<file path="src/rtl/adpll_tx_ser_pkg.sv">
// ---------------------------------------------------------------------------
// adpll_tx_ser_pkg
// Shared constants for the ADPLL TX bit serializer: local register
// addresses, FSM state encoding, register reset values and the whitening
// LFSR step function.
// Optional feature macro: ADPLL_TX_SER_WHITEN_EN (enables the whitening
// LFSR and the WHITEN_SEED register).
// ---------------------------------------------------------------------------
package adpll_tx_ser_pkg;

    localparam logic [2:0] TX_SER_ADDR_DATA   = 3'd0;
    localparam logic [2:0] TX_SER_ADDR_DIV    = 3'd1;
    localparam logic [2:0] TX_SER_ADDR_EN     = 3'd2;
    localparam logic [2:0] TX_SER_ADDR_STATUS = 3'd3;
    localparam logic [2:0] TX_SER_ADDR_CLR    = 3'd4;
    localparam logic [2:0] TX_SER_ADDR_SEED   = 3'd5;

    // 16 MHz / (15 + 1) = 1 Mbps
    localparam logic [7:0] TX_SER_DIV_RST  = 8'd15;
    localparam logic [6:0] TX_SER_SEED_RST = 7'h53;

    typedef enum logic {
        TX_ST_IDLE  = 1'b0,
        TX_ST_SHIFT = 1'b1
    } tx_ser_state_e;

    // x^7 + x^4 + 1 Fibonacci step; the output bit is s[6]
    function automatic logic [6:0] tx_ser_lfsr_step(input logic [6:0] s);
        return {s[5:0], s[6] ^ s[3]};
    endfunction

endpackage

</file>
<file path="src/rtl/adpll_tx_fifo.sv">
// ---------------------------------------------------------------------------
// adpll_tx_fifo
// Synchronous byte FIFO feeding the TX serializer.
// Ports:
//   clk, rst        clock, asynchronous active-high reset
//   push, wdata     enqueue request and data (dropped when full unless a
//                   pop happens in the same cycle)
//   pop             dequeue request (ignored when empty)
//   flush           empties the FIFO; overrides push and pop
//   rdata           current head entry
//   level           occupancy 0..2^AW
//   full, empty     occupancy flags
// ---------------------------------------------------------------------------
module adpll_tx_fifo #(
    parameter int AW = 3,
    parameter int W  = 8
) (
    input  logic          clk,
    input  logic          rst,
    input  logic          push,
    input  logic          pop,
    input  logic          flush,
    input  logic [W-1:0]  wdata,
    output logic [W-1:0]  rdata,
    output logic [AW:0]   level,
    output logic          full,
    output logic          empty
);

    localparam int DEPTH = 1 << AW;
    localparam logic [AW:0] DEPTH_L = DEPTH[AW:0];

    logic [W-1:0]  mem_q [DEPTH];
    logic [AW-1:0] wr_ptr_q, wr_ptr_d;
    logic [AW-1:0] rd_ptr_q, rd_ptr_d;
    logic [AW:0]   level_q, level_d;
    logic          do_push, do_pop;

    assign full  = (level_q == DEPTH_L);
    assign empty = (level_q == '0);
    assign level = level_q;
    assign rdata = mem_q[rd_ptr_q];

    always_comb begin
        // a pop frees the head slot this cycle, so a push is accepted when full
        do_push  = push & (~full | pop) & ~flush;
        do_pop   = pop & ~empty & ~flush;
        wr_ptr_d = wr_ptr_q;
        rd_ptr_d = rd_ptr_q;
        level_d  = level_q;
        if (flush) begin
            wr_ptr_d = '0;
            rd_ptr_d = '0;
            level_d  = '0;
        end else begin
            if (do_push) wr_ptr_d = wr_ptr_q + AW'(1);
            if (do_pop)  rd_ptr_d = rd_ptr_q + AW'(1);
            case ({do_push, do_pop})
                2'b10:   level_d = level_q + (AW+1)'(1);
                2'b01:   level_d = level_q - (AW+1)'(1);
                default: level_d = level_q;
            endcase
        end
    end

    always_ff @(posedge clk or posedge rst) begin
        if (rst) begin
            wr_ptr_q <= '0;
            rd_ptr_q <= '0;
            level_q  <= '0;
        end else begin
            wr_ptr_q <= wr_ptr_d;
            rd_ptr_q <= rd_ptr_d;
            level_q  <= level_d;
        end
    end

    // storage needs no reset: level gates every read
    always_ff @(posedge clk) begin
        if (do_push) mem_q[wr_ptr_q] <= wdata;
    end

endmodule

</file>
<file path="src/rtl/adpll_tx_ser.sv">
// ---------------------------------------------------------------------------
// adpll_tx_ser
// CPU-fed TX bit serializer driving the ADPLL data_mod input. Bytes pushed
// into a FIFO are shifted out LSB first as a continuous NRZ stream, one bit
// every DIV+1 clocks.
// Optional feature macro: ADPLL_TX_SER_WHITEN_EN -- XORs the stream with a
// x^7+x^4+1 LFSR seeded from WHITEN_SEED at the start of each burst.
// Ports:
//   clk, rst       16 MHz reference clock, asynchronous active-high reset
//   valid, address, wdata, wstrb   CPU access (wstrb=1 write, 0 read)
//   rdata          read data, combinational on address
//   ready          valid delayed one clock
//   data_mod       serial bit to the modulator (0 when idle)
//   tx_active      high while in SHIFT
//   tx_done_irq    level copy of the sticky done flag
// ---------------------------------------------------------------------------
module adpll_tx_ser
    import adpll_tx_ser_pkg::*;
#(
    parameter int FIFO_AW = 3,
    parameter int DIV_W   = 8,
    parameter int ADDR_W  = 3
) (
    input  logic              clk,
    input  logic              rst,
    input  logic              valid,
    input  logic [ADDR_W-1:0] address,
    input  logic [31:0]       wdata,
    input  logic              wstrb,
    output logic [7:0]        rdata,
    output logic              ready,
    output logic              data_mod,
    output logic              tx_active,
    output logic              tx_done_irq
);

    tx_ser_state_e      state_q, state_d;
    logic [7:0]         shreg_q, shreg_d;
    logic [2:0]         bit_cnt_q, bit_cnt_d;
    logic [DIV_W-1:0]   div_cnt_q, div_cnt_d;
    logic [DIV_W-1:0]   div_q, div_d;
    logic               en_q, en_d;
    logic               done_q, done_d;
    logic               ovf_q, ovf_d;
    logic               ready_q, ready_d;

    logic               wr_en, push, pop, done_set, ovf_set;
    logic [2:0]         clr;
    logic [7:0]         fifo_head;
    logic [FIFO_AW:0]   fifo_level;
    logic               fifo_full, fifo_empty;
    logic               wbit;

`ifdef ADPLL_TX_SER_WHITEN_EN
    logic [6:0]         seed_q, seed_d;
    logic [6:0]         lfsr_q, lfsr_d;
`endif

    logic unused_wdata;
    assign unused_wdata = ^wdata;

    adpll_tx_fifo #(
        .AW (FIFO_AW),
        .W  (8)
    ) u_fifo (
        .clk   (clk),
        .rst   (rst),
        .push  (push),
        .pop   (pop),
        .flush (clr[0]),
        .wdata (wdata[7:0]),
        .rdata (fifo_head),
        .level (fifo_level),
        .full  (fifo_full),
        .empty (fifo_empty)
    );

    // ---------------- register writes ----------------
    always_comb begin
        wr_en   = valid & wstrb;
        ready_d = valid;
        push    = 1'b0;
        clr     = '0;
        div_d   = div_q;
        en_d    = en_q;
`ifdef ADPLL_TX_SER_WHITEN_EN
        seed_d  = seed_q;
`endif
        if (wr_en) begin
            case (address)
                ADDR_W'(TX_SER_ADDR_DATA): push  = 1'b1;
                ADDR_W'(TX_SER_ADDR_DIV):  div_d = wdata[DIV_W-1:0];
                ADDR_W'(TX_SER_ADDR_EN):   en_d  = wdata[0];
                ADDR_W'(TX_SER_ADDR_CLR):  clr   = wdata[2:0];
`ifdef ADPLL_TX_SER_WHITEN_EN
                ADDR_W'(TX_SER_ADDR_SEED): seed_d = wdata[6:0];
`endif
                default: ;
            endcase
        end
    end

    // ---------------- register reads ----------------
    always_comb begin
        rdata = 8'hFF;
        case (address)
            ADDR_W'(TX_SER_ADDR_DATA):   rdata = 8'h00;
            ADDR_W'(TX_SER_ADDR_DIV):    rdata = 8'(div_q);
            ADDR_W'(TX_SER_ADDR_EN):     rdata = {7'b0, en_q};
            ADDR_W'(TX_SER_ADDR_STATUS): rdata = {ovf_q, done_q, fifo_full,
                                                  fifo_empty, 4'(fifo_level)};
            ADDR_W'(TX_SER_ADDR_CLR):    rdata = 8'h00;
`ifdef ADPLL_TX_SER_WHITEN_EN
            ADDR_W'(TX_SER_ADDR_SEED):   rdata = {1'b0, seed_q};
`endif
            default:                     rdata = 8'hFF;
        endcase
    end

    // ---------------- FSM next state / datapath ----------------
    // en_d is used so that clearing EN aborts on the very edge the write lands.
    always_comb begin
        state_d   = state_q;
        shreg_d   = shreg_q;
        bit_cnt_d = bit_cnt_q;
        div_cnt_d = div_cnt_q;
        pop       = 1'b0;
        done_set  = 1'b0;
`ifdef ADPLL_TX_SER_WHITEN_EN
        lfsr_d    = lfsr_q;
`endif
        unique case (state_q)
            TX_ST_IDLE: begin
                if (en_d && !fifo_empty) begin
                    pop       = 1'b1;
                    shreg_d   = fifo_head;
                    bit_cnt_d = '0;
                    div_cnt_d = '0;
                    state_d   = TX_ST_SHIFT;
`ifdef ADPLL_TX_SER_WHITEN_EN
                    lfsr_d    = seed_q;
`endif
                end
            end
            TX_ST_SHIFT: begin
                if (!en_d) begin
                    state_d = TX_ST_IDLE;
                end else if (div_cnt_q == div_q) begin
                    div_cnt_d = '0;
`ifdef ADPLL_TX_SER_WHITEN_EN
                    lfsr_d    = tx_ser_lfsr_step(lfsr_q);
`endif
                    if (bit_cnt_q == 3'd7) begin
                        // back-to-back reload keeps the stream gap-free
                        if (!fifo_empty) begin
                            pop       = 1'b1;
                            shreg_d   = fifo_head;
                            bit_cnt_d = '0;
                        end else begin
                            state_d  = TX_ST_IDLE;
                            done_set = 1'b1;
                        end
                    end else begin
                        shreg_d   = shreg_q >> 1;
                        bit_cnt_d = bit_cnt_q + 3'd1;
                    end
                end else begin
                    div_cnt_d = div_cnt_q + DIV_W'(1);
                end
            end
            default: state_d = TX_ST_IDLE;
        endcase
    end

    // sticky flags: a set in the same cycle as a clear wins
    always_comb begin
        ovf_set = push & fifo_full & ~pop;
        done_d  = (done_q & ~clr[1]) | done_set;
        ovf_d   = (ovf_q & ~clr[2]) | ovf_set;
    end

    // ---------------- FSM outputs ----------------
    always_comb begin
`ifdef ADPLL_TX_SER_WHITEN_EN
        wbit = lfsr_q[6];
`else
        wbit = 1'b0;
`endif
        tx_active   = (state_q == TX_ST_SHIFT);
        data_mod    = tx_active ? (shreg_q[0] ^ wbit) : 1'b0;
        tx_done_irq = done_q;
        ready       = ready_q;
    end

    // ---------------- state register ----------------
    always_ff @(posedge clk or posedge rst) begin
        if (rst) begin
            state_q   <= TX_ST_IDLE;
            shreg_q   <= '0;
            bit_cnt_q <= '0;
            div_cnt_q <= '0;
            div_q     <= DIV_W'(TX_SER_DIV_RST);
            en_q      <= 1'b0;
            done_q    <= 1'b0;
            ovf_q     <= 1'b0;
            ready_q   <= 1'b0;
`ifdef ADPLL_TX_SER_WHITEN_EN
            seed_q    <= TX_SER_SEED_RST;
            lfsr_q    <= '0;
`endif
        end else begin
            state_q   <= state_d;
            shreg_q   <= shreg_d;
            bit_cnt_q <= bit_cnt_d;
            div_cnt_q <= div_cnt_d;
            div_q     <= div_d;
            en_q      <= en_d;
            done_q    <= done_d;
            ovf_q     <= ovf_d;
            ready_q   <= ready_d;
`ifdef ADPLL_TX_SER_WHITEN_EN
            seed_q    <= seed_d;
            lfsr_q    <= lfsr_d;
`endif
        end
    end

endmodule
</file>
<file path="config.mk">
export PLATFORM = sky130hd
export DESIGN_NAME = adpll_tx_ser
export DESIGN_NICKNAME = d
export VERILOG_FILES = /design/src/rtl/adpll_tx_ser_pkg.sv /design/src/rtl/adpll_tx_fifo.sv /design/src/rtl/adpll_tx_ser.sv
export SDC_FILE = /design/constraint.sdc
export NUM_CORES = 1
export LEC_CHECK = 0
export CAP_MARGIN = 20
export CELL_PAD_IN_SITES_DETAIL_PLACEMENT = 1
export CELL_PAD_IN_SITES_GLOBAL_PLACEMENT = 1
export CORE_MARGIN = 3
export CORE_UTILIZATION = 41
export CTS_CLUSTER_SIZE = 8
export DETAILED_ROUTE_END_ITERATION = 8
export PLACE_DENSITY = 0.67
export SLEW_MARGIN = 40
export SYNTH_ARGS = -nofsm -noshare
export SYNTH_HDL_FRONTEND = slang
export SYNTH_HIERARCHICAL = 1
export SYNTH_SLANG_ARGS = --single-unit
</file>
<file path="constraint.sdc">
create_clock -name clk -period 4.1 [get_ports clk]
set_clock_uncertainty 0.15 [all_clocks]
set_input_delay 0.82 -clock clk [delete_from_list [all_inputs] [get_ports clk]]
set_output_delay 0.82 -clock clk [all_outputs]
set_load 0.03 [all_outputs]
</file>
==> flow_metrics.tcl <==
set metrics [dict create \
    maxSlewViolCount 0 \
    grt_pass1_vias 3200 \
    synth_edf_count 64 \
    clk_latency_ns 0.36 \
    intPower_mw 2.385 \
    core-area_sq_um 11710 \
    seq_area_frac_synth 0.5891 \
    p_switching_mw 1.082 \
    cts_resized 0 \
    syn_area_sq_um 5055 \
    grt_pass1_wl_microns 17880 \
    place_congestion 0.7853 \
    fin_util 0.4998 \
    final_cell_mix "edfxtp_1 (64), dfrtp_1 (37), clkdlybuf4s50_1 (26)" \
    cts_hold_buffers 0 \
    dr.first_iter.drc_count 189 \
    cp_cell_sequence "clkdlybuf4s50_1 -> buf_4 -> o21ai_0 -> o21ai_0 -> clkdlybuf4s50_1" \
    grt_overflow 0 \
    drv_cap 0 \
    hold_viol_final 0 \
    cts_sinks 106 \
    hold_path.class "reg -> reg" \
    cp_data_arrival_time_ns 2.77 \
    areaGrowthSynthToFinish_pct 15.79 \
    ir_worst_vdd_mv 0.2696 \
    max_slew_margin 0.6009 \
    port_buffers 26 \
    required_ns 3.13 \
    die_h_microns 117.0 \
    cts-root-buf "clkbuf_16" \
    final_common_cell "edfxtp_1" \
    synthFlopType "edfxtp_1" \
    pin_count 51 \
    max_stage_delay_ns 0.63 \
    row_count 39 \
    n_antenna_cell 0 \
    htreeDepth 3 \
    place_area_sq_um 5532 \
    place_inst 515 \
    syn_avg_cell_area_sq_um 14.82 \
    setup_ws_ns 0.3598 \
    yosysWarnings 6 \
    fillers 1154 \
    die_w_microns 117.0 \
    drc 0 \
    power.density_nw_per_um2 592.4 \
    synth_cells 341 \
    path_max_fanout 13 \
    layout.nets 430 \
    clockPowerShare 0.267 \
    fin_crit_ns 3.740 \
    clk_pin_slew_ns 0.07 \
    num_vias 2969 \
    status "complete, no violations" \
    clk_path_buf_depth 2 \
    first_pass_iters 4 \
    grt_max_degree 33 \
    fin_cells 531 \
    p_leak_nw 2.236 \
    cts_inserted_buffers 9 \
    dp_hpwl_microns 7809 \
    multi_input_comb_area_sq_um 1952 \
    switching_share 0.3121 \
    startpoint_type "primary input" \
    pre_cts_ws_ns -0.008327 \
    end_kind "output port" \
    gr-usage-all-layers 0.1780 \
    cts_setup_buffers 0 \
    die_area_sq_um 13700 \
    pwr-share-seq 0.427 \
    routedWlPerCell_microns 20.89 \
    routed_wl_microns 11090 \
    regArea_sq_um 2979 \
    critical_path.top_delay_family "buffers and inverters" \
    pwr-share-comb 0.306 \
    finalSetupViolCount 0 \
    criticalPathCategory "in -> out" \
    rsz0062_at_grt "no" \
    start_util 0.4316 \
    yosysUniqueCellTypes 58 \
    async_flop_share 0.3962 \
    fmax_ghz 0.2674 \
    worst-path-buf-inv 3 \
    ys_ff_latch 106 \
    period_share 0.9123 \
    antenna_left 0 \
    drive_gt1_frac 0.2655 \
    antenna_found_initial 0 \
    viasPerCell 5.591 \
    syn_nets 388 \
    worst_pin_slew_ns 0.5980 \
    crit_slowest_cell "clkdlybuf4s50_1" \
    fin_area_sq_um 5853 \
    cts_tree "built" \
]
-- stage by stage --
step / power, mW / TNS [ns] / hold WS, ns
2_1_floorplan: 2.292 / 0 / 0.3235
3_3_place_gp: 2.541 / 0 / 0.3374
3_5_place_dp: 2.581 / -0.008327 / 0.3417
4_1_cts: 3.526 / 0 / 0.3665
5_1_grt: 3.690 / 0 / 0.3907
6_report: 3.467 / 0 / 0.3615
-- cells by family after synthesis --
| group | count (synthesis) | share of synthesized area |
|---|---|---|
| adders and majority gates | 8 | 0.02129 |
| and+or+nand+nor | 84 | 0.09852 |
| DFF | 106 | 0.5891 |
| muxes | 60 | 0.1723 |
| AOI/OAI and AO/OA | 48 | 0.06782 |
| buffers and inverters | 21 | 0.02673 |
| xor gates and xnor gates | 14 | 0.02426 |
-- final cells by class --
| cell class | count | share of cell area |
|---|---|---|
| Sequential cell | 106 | 0.5090 |
| Multi-Input combinational cell | 214 | 0.3335 |
| Timing Repair Buffer | 44 | 0.06755 |
| Clock buffer | 11 | 0.03976 |
| Tap cell | 143 | 0.03057 |
| Clock inverter | 5 | 0.01454 |
| Inverter | 8 | 0.005130 |
-- sequential cells by signal (all words and copies together), names as in the netlist --
signal / count
u_fifo/mem_q: 64
div_cnt_q: 8
div_q: 8
shreg_q: 8
u_fifo/level: 4
bit_cnt_q: 3
u_fifo/rd_ptr_q: 3
u_fifo/wr_ptr_q: 3
en_q: 1
ovf_q: 1
ready: 1
tx_active: 1
tx_done_irq: 1
-- per-layer routing --
| metal | global-route usage | up-vias | share of wire |
|---|---|---|---|
| li1 | - | 1381 | - |
| met1 | 0.2444 | 1538 | 0.47 |
| met2 | 0.2829 | 42 | 0.49 |
| met3 | 0.04473 | 8 | 0.032 |
| met4 | 0.05046 | 0 | 0.011 |
| met5 | 0 | - | 0 |
-- synthesized netlist by cell type (all sizes together), types with 3 or more instances --
cell    count  area [sq um]
nor4        7         62.56
a22o        3         26.28
dfstp       4         105.1
xor2       11         96.34
edfxtp     64          1922
inv         8         30.03
nor3        6         30.03
o21ai      18         97.60
nor2       24         90.09
mux2i      12         120.1
mux4       16         360.4
and2        3         18.77
dfrtp      38         950.9
o211ai      6         45.04
and3        3         18.77
nand3       8         52.55
nand2b      6         45.04
nand2      14         60.06
xnor2       3         26.28
ha          7         87.58
buf        10         83.82
a21oi       4         20.02
mux2       32         390.4
a211oi      3         35.03
clkbuf      3         21.27
-- power by group through the flow --
stage / sequential, mW / clock [mW] / combinational, mW
2_1_floorplan: 1.39 / 0 / 0.897
3_3_place_gp: 1.50 / 0 / 1.04
3_5_place_dp: 1.51 / 0 / 1.08
4_1_cts: 1.48 / 0.959 / 1.08
5_1_grt: 1.51 / 1.01 / 1.17
6_report: 1.48 / 0.927 / 1.06
-- worst paths after layout --
check | startpoint | end | slack, ns | cells after the start
hold reg to reg | shreg_q[5] | shreg_q[5] | 0.36 | 1
setup / recovery | address[1] | rdata[1] | 0.36 | 5
setup reg to reg | div_cnt_q[3] | u_fifo/level[3] | 0.54 | 13
hold / removal | shreg_q[5] | shreg_q[5] | 0.36 | 1
min in group asynchronous | rst | u_fifo/wr_ptr_q[1] | 0.65 | 2
max in group asynchronous | rst | div_q[2] | 2.68 | 3
Power figures use the tool's default switching activity.
